## config.mk

```make
export PLATFORM = sky130hd
export DESIGN_NAME = aer_event_fifo
export DESIGN_NICKNAME = d
export VERILOG_FILES = /design/src/rtl/aer_event_fifo_pkg.sv /design/src/rtl/aer_fifo_mem.sv /design/src/rtl/aer_event_fifo.sv
export SDC_FILE = /design/constraint.sdc
export NUM_CORES = 1
export LEC_CHECK = 0
export ABC_AREA = 0
export CORE_UTILIZATION = 54
export CTS_CLUSTER_SIZE = 12
export DETAILED_ROUTE_END_ITERATION = 12
export PLACE_DENSITY = 0.86
export SLEW_MARGIN = 20
export SYNTH_ARGS = -nofsm -noshare
export SYNTH_HDL_FRONTEND = slang
export SYNTH_HIERARCHICAL = 1
export SYNTH_SLANG_ARGS = --single-unit
export TNS_END_PERCENT = 1
```

## constraint.sdc

```tcl
create_clock -name clk -period 8.1 [get_ports clk]
set_input_delay 1.62 -clock clk [delete_from_list [all_inputs] [get_ports clk]]
set_output_delay 1.62 -clock clk [all_outputs]
set_load 0.01 [all_outputs]
```

## src/rtl/aer_event_fifo_pkg.sv

```systemverilog
// rtl/aer_event_fifo_pkg.sv - shared AER event width and FIFO sizing defaults
package aer_event_fifo_pkg;

  // Defaults shared by the AER encoder, arbiter and event FIFO
  localparam int AER_VECTOR_WIDTH  = 5;
  localparam int AER_ADDR_WIDTH    = 4;
  localparam int AER_DROP_W        = 16;
  localparam int AER_AFULL_THRESH  = 12;
  localparam int AER_AEMPTY_THRESH = 2;

endpackage

```

## src/rtl/aer_fifo_mem.sv

```systemverilog
// rtl/aer_fifo_mem.sv - event storage array, synchronous write, asynchronous read
module aer_fifo_mem
  import aer_event_fifo_pkg::*;
#(
  parameter int WIDTH      = AER_VECTOR_WIDTH,
  parameter int ADDR_WIDTH = AER_ADDR_WIDTH
) (
  input  logic                  clk,
  input  logic                  i_we,
  input  logic [ADDR_WIDTH-1:0] i_waddr,
  input  logic [WIDTH-1:0]      i_wdata,
  input  logic [ADDR_WIDTH-1:0] i_raddr,
  output logic [WIDTH-1:0]      o_rdata
);

  // Contents are not reset; validity is tracked by the FIFO occupancy count
  logic [WIDTH-1:0] r_mem [2**ADDR_WIDTH];

  // Store an accepted event at the write pointer
  always_ff @(posedge clk) begin
    if (i_we) begin
      r_mem[i_waddr] <= i_wdata;
    end
  end

  assign o_rdata = r_mem[i_raddr];

endmodule

```

## src/rtl/aer_event_fifo.sv

```systemverilog
// rtl/aer_event_fifo.sv - AER spike-event FIFO with watermarks and drop accounting
module aer_event_fifo
  import aer_event_fifo_pkg::*;
#(
  parameter int VECTOR_WIDTH  = AER_VECTOR_WIDTH,
  parameter int ADDR_WIDTH    = AER_ADDR_WIDTH,
  parameter int AFULL_THRESH  = AER_AFULL_THRESH,
  parameter int AEMPTY_THRESH = AER_AEMPTY_THRESH,
  parameter int FWFT          = 1,
  parameter int DROP_W        = AER_DROP_W
) (
  input  logic                    clk,
  input  logic                    reset,
  input  logic [VECTOR_WIDTH-1:0] in_data,
  input  logic                    in_valid,
  output logic                    in_ready,
  output logic [VECTOR_WIDTH-1:0] out_data,
  output logic                    out_valid,
  input  logic                    out_ready,
  output logic [ADDR_WIDTH:0]     count,
  output logic                    almost_full,
  output logic                    almost_empty,
  output logic                    overflow,
  output logic [DROP_W-1:0]       drop_count
);

  localparam int DEPTH = 2**ADDR_WIDTH;
  localparam int CW    = ADDR_WIDTH + 1;
  localparam logic [CW-1:0] LP_DEPTH  = CW'(DEPTH);
  localparam logic [CW-1:0] LP_AFULL  = CW'(AFULL_THRESH);
  localparam logic [CW-1:0] LP_AEMPTY = CW'(AEMPTY_THRESH);

  logic [ADDR_WIDTH-1:0]   r_wr_ptr;
  logic [ADDR_WIDTH-1:0]   r_rd_ptr;
  logic [CW-1:0]           r_count;
  logic [DROP_W-1:0]       r_drop_count;
  logic                    r_overflow;
  logic                    w_push;
  logic                    w_pop;
  logic                    w_drop;
  logic                    w_rd_adv;
  logic                    w_out_valid;
  logic [VECTOR_WIDTH-1:0] w_mem_rdata;

  // Full/empty come from the registered count only, so in_ready never sees out_ready
  assign in_ready     = (r_count < LP_DEPTH);
  assign w_push       = in_valid && in_ready;
  assign w_drop       = in_valid && !in_ready;
  assign w_pop        = w_out_valid && out_ready;
  assign out_valid    = w_out_valid;
  assign count        = r_count;
  assign almost_full  = (r_count >= LP_AFULL);
  assign almost_empty = (r_count <= LP_AEMPTY);
  assign overflow     = r_overflow;
  assign drop_count   = r_drop_count;

  aer_fifo_mem #(
    .WIDTH      (VECTOR_WIDTH),
    .ADDR_WIDTH (ADDR_WIDTH)
  ) u_mem (
    .clk     (clk),
    .i_we    (w_push),
    .i_waddr (r_wr_ptr),
    .i_wdata (in_data),
    .i_raddr (r_rd_ptr),
    .o_rdata (w_mem_rdata)
  );

  // Pointers wrap modulo DEPTH; count covers memory plus any output stage
  always_ff @(posedge clk) begin
    if (reset) begin
      r_wr_ptr <= '0;
      r_rd_ptr <= '0;
      r_count  <= '0;
    end else begin
      if (w_push) begin
        r_wr_ptr <= r_wr_ptr + ADDR_WIDTH'(1);
      end
      if (w_rd_adv) begin
        r_rd_ptr <= r_rd_ptr + ADDR_WIDTH'(1);
      end
      r_count <= r_count + CW'(w_push) - CW'(w_pop);
    end
  end

  // Events offered while full are discarded and counted, saturating at all-ones
  always_ff @(posedge clk) begin
    if (reset) begin
      r_drop_count <= '0;
      r_overflow   <= 1'b0;
    end else if (w_drop) begin
      r_overflow <= 1'b1;
      if (r_drop_count != '1) begin
        r_drop_count <= r_drop_count + DROP_W'(1);
      end
    end
  end

  generate
    if (FWFT != 0) begin : g_fwft
      // Head of memory is presented directly; a pop advances the read pointer
      assign w_out_valid = (r_count != '0);
      assign out_data    = w_mem_rdata;
      assign w_rd_adv    = w_pop;
    end else begin : g_reg_out
      logic                    r_out_valid;
      logic [VECTOR_WIDTH-1:0] r_out_data;
      logic [CW-1:0]           w_mem_count;
      logic                    w_load;

      // The output register holds one of the DEPTH entries, so memory holds the rest
      assign w_mem_count = r_count - CW'(r_out_valid);
      assign w_load      = (!r_out_valid || w_pop) && (w_mem_count != '0);
      assign w_rd_adv    = w_load;
      assign w_out_valid = r_out_valid;
      assign out_data    = r_out_data;

      // Refill the output register when it is empty or being consumed
      always_ff @(posedge clk) begin
        if (reset) begin
          r_out_valid <= 1'b0;
          r_out_data  <= '0;
        end else if (w_load) begin
          r_out_valid <= 1'b1;
          r_out_data  <= w_mem_rdata;
        end else if (w_pop) begin
          r_out_valid <= 1'b0;
        end
      end
    end
  endgenerate

endmodule

```

==> results.sh, run 1 <==
export IMPL_hp_class="flip-flop to flip-flop"
export IMPL_crit_arrival_ps=2730
export IMPL_cts_buffer_depth=2
export IMPL_grt_max_degree=35
export IMPL_final_cell_mix="edfxtp_1 (80), clkdlybuf4s50_1 (38), nor2_1 (35), dfxtp_1 (30), mux4_2 (20)"
export IMPL_netlist_cell_type_count=44
export IMPL_final_util_pct=64.4
export IMPL_die_height_microns=95.4
export IMPL_grt_pass1_wl_mm=14.6
export IMPL_syn_inst=331
export IMPL_finalSetupTns_ps=0
export IMPL_clock_latency_ps=360
export IMPL_gp_congestion=0.875
export IMPL_yosys_register_bits=110
export IMPL_p_sw_w=0.000395
export IMPL_routed_wl_mm=9.05
export IMPL_post_route_period_util_pct=53.7
export IMPL_pwr_share_comb_pct=27.5
export IMPL_clock_power_share_pct=23.6
export IMPL_grt_usage_pct=22.1
export IMPL_fmax_mhz=230
export IMPL_rsz0062_at_grt="no"
export IMPL_antenna_found_initial=0
export IMPL_power_w=0.00138
export IMPL_endpoint_kind="primary output"
export IMPL_ant_nets=0
export IMPL_die_area_sq_um=9090
export IMPL_hold_violations=0
export IMPL_syn_area_sq_um=4710
export IMPL_first_pass_iters=4
export IMPL_wl_per_cell_microns=18.8
export IMPL_dpl_hpwl_mm=6.18
export IMPL_required_ps=6480
export IMPL_maxCapViolCount=0
export IMPL_avgSynthCellArea_sq_um=14.2
export IMPL_ys_warn_count=6
export IMPL_initial_core_util_pct=56.4
export IMPL_power_frac_seq_pct=48.8
export IMPL_core_area_sq_um=8340
export IMPL_nFillCells=617
export IMPL_syn_to_final_growth_pct=14.2
export IMPL_fp_dieW_microns=95.4
export IMPL_status="finished clean"
export IMPL_path_max_fanout=23
export IMPL_path_clk_slew_ps=90
export IMPL_via_per_inst=5.96
export IMPL_clock_skew_ps=8.61
export IMPL_cp_start_kind="flip-flop"
export IMPL_cts_tree="built"
export IMPL_portBuffers=39
export IMPL_powerDensity_nw_per_um2=257
export IMPL_syn_nets=354
export IMPL_overflow=0
export IMPL_critPathKind="flip-flop to primary output"
export IMPL_netlist_area_leader_share_pct=51.1
export IMPL_peakVddDrop_mv=0.194
export IMPL_period_needed_ps=4350
export IMPL_synth_main_ff_cell="edfxtp_1"
export IMPL_remaining_drc_errors=0
export IMPL_antennaDiodeCount=0
export IMPL_maxSlewHeadroom_pct=27.8
export IMPL_setup_violations_final=0
export IMPL_slew_viol_final=0
export IMPL_cellInternalPower_w=0.000988
export IMPL_fin_nets=395
export IMPL_htree_num_levels=3
export IMPL_clockRootBuffer="clkbuf_8"
export IMPL_cts_made_buffers=9
export IMPL_post_cts_setup_buffers=0
export IMPL_cts_resized=0
export IMPL_final_common_cell="edfxtp_1"
export IMPL_pin_count=40
export IMPL_ctsHoldBuffers=0
export IMPL_grt_pass1_vias=2858
export IMPL_synth_edf_count=80
export IMPL_p_leak_nw=1.73
export IMPL_ys_seq_area_share_pct=63.8
export IMPL_yosysTopAreaCell="edfxtp_1"
export IMPL_num_rows=33
export IMPL_cts_sinks=110
export IMPL_drtIter0Drc=155
export IMPL_async_reset_ff_share_pct=0
export IMPL_drive_above_1_share_pct=11.9
export IMPL_num_vias=2872
export IMPL_synth_area_leaders="edfxtp_1 (51%), dfxtp_1 (13%), mux4_2 (9.6%)"
export IMPL_swShare_pct=28.6
export IMPL_tightestPinTransition_ps=1080
[worst max-delay path, cell delays in order, from the launching register on]
cell and delay, ps:
dfxtp_1 1050, mux4_2 420, a22oi_1 280, nand3_1 130, clkdlybuf4s50_1 490
[cell usage after synthesis (2+ instances only)]
cell / n
nor4_1: 5
buf_2: 2
mux2i_1: 2
ha_1: 13
o21ai_0: 3
o31ai_1: 4
xor2_1: 6
nand2b_1: 5
or4b_2: 2
edfxtp_1: 80
or3_1: 3
a22oi_1: 5
a31oi_1: 2
nor2_1: 35
nor3_1: 9
clkbuf_1: 5
nand2_1: 14
dfxtp_1: 30
nand3b_1: 2
xnor2_1: 4
nor2b_1: 8
or4_1: 3
inv_1: 11
mux4_2: 20
nand3_1: 18
and3_1: 2
o21bai_1: 2
nand4_1: 7
mux2_2: 3
a21oi_1: 12
[registers in the layout, indices dropped and copies added, names as in the netlist]
signal / count
u_mem/r_mem: 80
r_wr_ptr: 4
count: 5
drop_count: 16
overflow: 1
r_rd_ptr: 4
[through the flow]
step / std cells / cell area, sq um / hold slack [ps] / setup slack (ps)
after detailed placement: 466 / 5180 / 477 / 3720
after global placement: 466 / 5180 / 453 / 3780
after CTS: 482 / 5380 / 508 / 3680
final: 482 / 5380 / 503 / 3750
after floorplan: 331 / 4710 / 470 / 4610
after global routing: 482 / 5380 / 564 / 3650
[cell type report]
cell class / count / area (sq um) / share of cell area (%)
Sequential cell: 110 / 3000 / 55.9
Multi-Input combinational cell: 200 / 1610 / 30.0
Timing Repair Buffer: 40 / 393 / 7.31
Tap cell: 105 / 131 / 2.44
Clock buffer: 10 / 128 / 2.37
Clock inverter: 6 / 68.8 / 1.28
Inverter: 11 / 41.3 / 0.768
[final timing paths]
kind / startpoint / endpoint / slack [ps] / cells past startpoint
worst max-delay path: r_rd_ptr[1] / out_data[3] / 3750 / 4
worst min-delay path: overflow / overflow / 500 / 2
worst max register to register: count[2] / count[4] / 5010 / 14
worst min register to register: overflow / overflow / 500 / 2
[layer usage]
layer | vias up | global-route usage [%] | wire length, microns
li1 | 1355 | - | -
met1 | 1413 | 28.8 | 3970
met2 | 98 | 37.0 | 4510
met3 | 6 | 4.55 | 518
met4 | 0 | 7.20 | 61
met5 | - | 0 | 0
[power by group through the flow]
stage | Clock (W) | Combinational [W] | Sequential [W]
2_1_floorplan | 0 | 0.000266 | 0.000673
3_5_place_dp | 0 | 0.000383 | 0.000688
5_1_grt | 0.000357 | 0.000418 | 0.000682
3_3_place_gp | 0 | 0.000372 | 0.000687
4_1_cts | 0.000334 | 0.000387 | 0.000676
6_report | 0.000327 | 0.000381 | 0.000675
[kinds of logic (layout without fill, tap and decap cells)]
kind of cell             count (synthesis)  after routing  share of synthesized area, %
XOR/XNOR                                10             10                          1.86
flip-flops                             110            110                          63.8
AO/OA/AOI/OAI                           33             33                          4.52
buffers and inverters                   21             67                          1.97
multiplexers                            25             25                          10.7
adder cells (fa/ha/maj)                 14             14                          3.88
AND/OR/NAND/NOR                        118            118                          13.2
Note: power is estimated with default switching activity, not from simulation.
==> run 2: changes to the inputs <==
--- a/config.mk
+++ b/config.mk
@@ -6,10 +6,10 @@
 export NUM_CORES = 1
 export LEC_CHECK = 0
 export ABC_AREA = 0
-export CORE_UTILIZATION = 54
+export CORE_UTILIZATION = 52
 export CTS_CLUSTER_SIZE = 12
 export DETAILED_ROUTE_END_ITERATION = 12
-export PLACE_DENSITY = 0.86
+export PLACE_DENSITY = 0.87
 export SLEW_MARGIN = 20
 export SYNTH_ARGS = -nofsm -noshare
 export SYNTH_HDL_FRONTEND = slang
==> constraint.sdc (replaced) <==
create_clock -name clk -period 3.8 [get_ports clk]
set_input_delay 0.76 -clock clk [delete_from_list [all_inputs] [get_ports clk]]
set_output_delay 0.76 -clock clk [all_outputs]
set_load 0.01 [all_outputs]
==> results.sh, run 2 (synthesis results as in run 1) <==
export IMPL_die_area_sq_um=9430
export IMPL_cts_resized=0
export IMPL_grt_pass1_wl_mm=14.6
export IMPL_finalSetupTns_ps=0
export IMPL_nFillCells=638
export IMPL_p_leak_nw=1.75
export IMPL_die_height_microns=97.1
export IMPL_first_pass_iters=4
export IMPL_crit_arrival_ps=2610
export IMPL_cp_start_kind="flip-flop"
export IMPL_fp_dieW_microns=97.1
export IMPL_via_per_inst=5.81
export IMPL_peakVddDrop_mv=0.417
export IMPL_place_worst_setup_slack_ps=595
export IMPL_htree_num_levels=3
export IMPL_cts_made_buffers=9
export IMPL_tightestPinTransition_ps=801
export IMPL_largest_register="u_mem/r_mem"
export IMPL_grt_usage_pct=20.2
export IMPL_setup_ws_ps=429
export IMPL_r2r_start="count[2]"
export IMPL_syn_to_final_growth_pct=14.6
export IMPL_num_vias=2848
export IMPL_setup_violations_final=0
export IMPL_placedCellCount=475
export IMPL_critical_path_cell_chain="buf_4 > mux4_2 > a22oi_1 > nand3_1 > clkdlybuf4s50_1"
export IMPL_maxCapViolCount=0
export IMPL_antenna_found_initial=0
export IMPL_hold_violations=0
export IMPL_ant_nets=0
export IMPL_path_max_fanout=20
export IMPL_post_route_period_util_pct=88.7
export IMPL_setup_worst_path_start="r_rd_ptr[0]"
export IMPL_core_area_sq_um=8720
export IMPL_clock_skew_ps=18.6
export IMPL_final_cell_mix="edfxtp_1 (80), clkdlybuf4s50_1 (39), nor2_1 (35), dfxtp_1 (30), mux4_2 (20)"
export IMPL_instances_no_fill=490
export IMPL_met1_usage_pct=26.9
export IMPL_drtIter0Drc=206
export IMPL_required_ps=3040
export IMPL_pin_count=40
export IMPL_maxSlewHeadroom_pct=46.2
export IMPL_ctsHoldBuffers=0
export IMPL_grt_max_degree=21
export IMPL_slew_viol_final=0
export IMPL_cp_slowest_cell="mux4_2"
export IMPL_cts_buffer_depth=2
export IMPL_wl_per_cell_microns=18.0
export IMPL_initial_core_util_pct=54.0
export IMPL_grt_busiest_layer="met2"
export IMPL_gp_congestion=0.866
export IMPL_clockRootBuffer="clkbuf_8"
export IMPL_status="finished clean"
export IMPL_hold_start="overflow"
export IMPL_critPathKind="flip-flop to primary output"
export IMPL_dpl_hpwl_mm=6.08
export IMPL_portBuffers=39
export IMPL_cts_tree="built"
export IMPL_rsz0062_at_grt="no"
export IMPL_routed_wl_mm=8.84
export IMPL_grt_pass1_vias=2901
export IMPL_clock_latency_ps=370
export IMPL_overflow=0
export IMPL_num_rows=34
export IMPL_fin_nets=401
export IMPL_final_common_cell="edfxtp_1"
export IMPL_cts_sinks=110
export IMPL_use_met2_pct=32.8
export IMPL_post_cts_setup_buffers=0
export IMPL_met3_usage_pct=3.67
export IMPL_largest_register_ffs=80
export IMPL_period_needed_ps=3370
export IMPL_cpPeakStageDelay_ps=550
export IMPL_endpoint_kind="primary output"
export IMPL_drive_above_1_share_pct=12.6
export IMPL_remaining_drc_errors=0
export IMPL_path_clk_slew_ps=90
export IMPL_hp_class="flip-flop to flip-flop"
export IMPL_antennaDiodeCount=0
export IMPL_fmax_mhz=297
export IMPL_powerDensity_nw_per_um2=531
-- run 2: changes by cell type in the layout (fill, tap and decap cells not counted), sizes merged --
cell and change:
buf +5, clkinv +2, bufinv -1, clkbuf -1, clkdlybuf4s50 +1, inv -1
-- run 2: final timing paths --
path,endpoint,slack [ps],depth (start not counted)
max,out_data[4],430,5
min,overflow,500,2
max reg2reg,count[4],790,14
min reg2reg,overflow,500,2
-- run 2: worst max-delay path, delay by kind of cell (launching register included) --
kind / cells / cell delay, ps
mux: 1 / 550
simple gates: 1 / 130
buf+inv: 2 / 890
compound gates: 1 / 270
flops: 1 / 410
-- run 2: layout make-up --
cell class                      count  area, sq um  area share (%)
Sequential cell                   110         3000            55.7
Multi-Input combinational cell    200         1610            29.9
Timing Repair Buffer               46          443            8.21
Tap cell                          108          135            2.51
Clock buffer                        9          124            2.30
Inverter                           11         41.3           0.765
Clock inverter                      6         37.5           0.696
-- run 2: routing by layer --
| layer | share of wire (%) | routed length, microns | vias to the layer above |
|---|---|---|---|
| li1 | - | - | 1357 |
| met1 | 45 | 3980 | 1385 |
| met2 | 48 | 4260 | 89 |
| met3 | 4.6 | 410 | 17 |
| met4 | 2.1 | 184 | 0 |
| met5 | 0 | 0 | - |
-- run 2: through the flow --
step | total power [W] | cell area (sq um) | util [%] | hold WS (ps)
after floorplan | 0.00200 | 4710 | - | 470
after CTS | 0.00289 | 5390 | 61.9 | 499
after global routing | 0.00302 | 5390 | 61.9 | 559
after detailed placement | 0.00229 | 5230 | 60.0 | 465
after global placement | 0.00227 | 5230 | 60.0 | 458
final | 0.00287 | 5390 | 61.9 | 502
-- run 2: power by group --
part	leakage, nW	internal [W]	switching (W)
Sequential	0.966	0.00135	0.0000852
Combinational	0.700	0.000456	0.000368
Clock	0.0806	0.000233	0.000375
Total	1.75	0.00204	0.000829
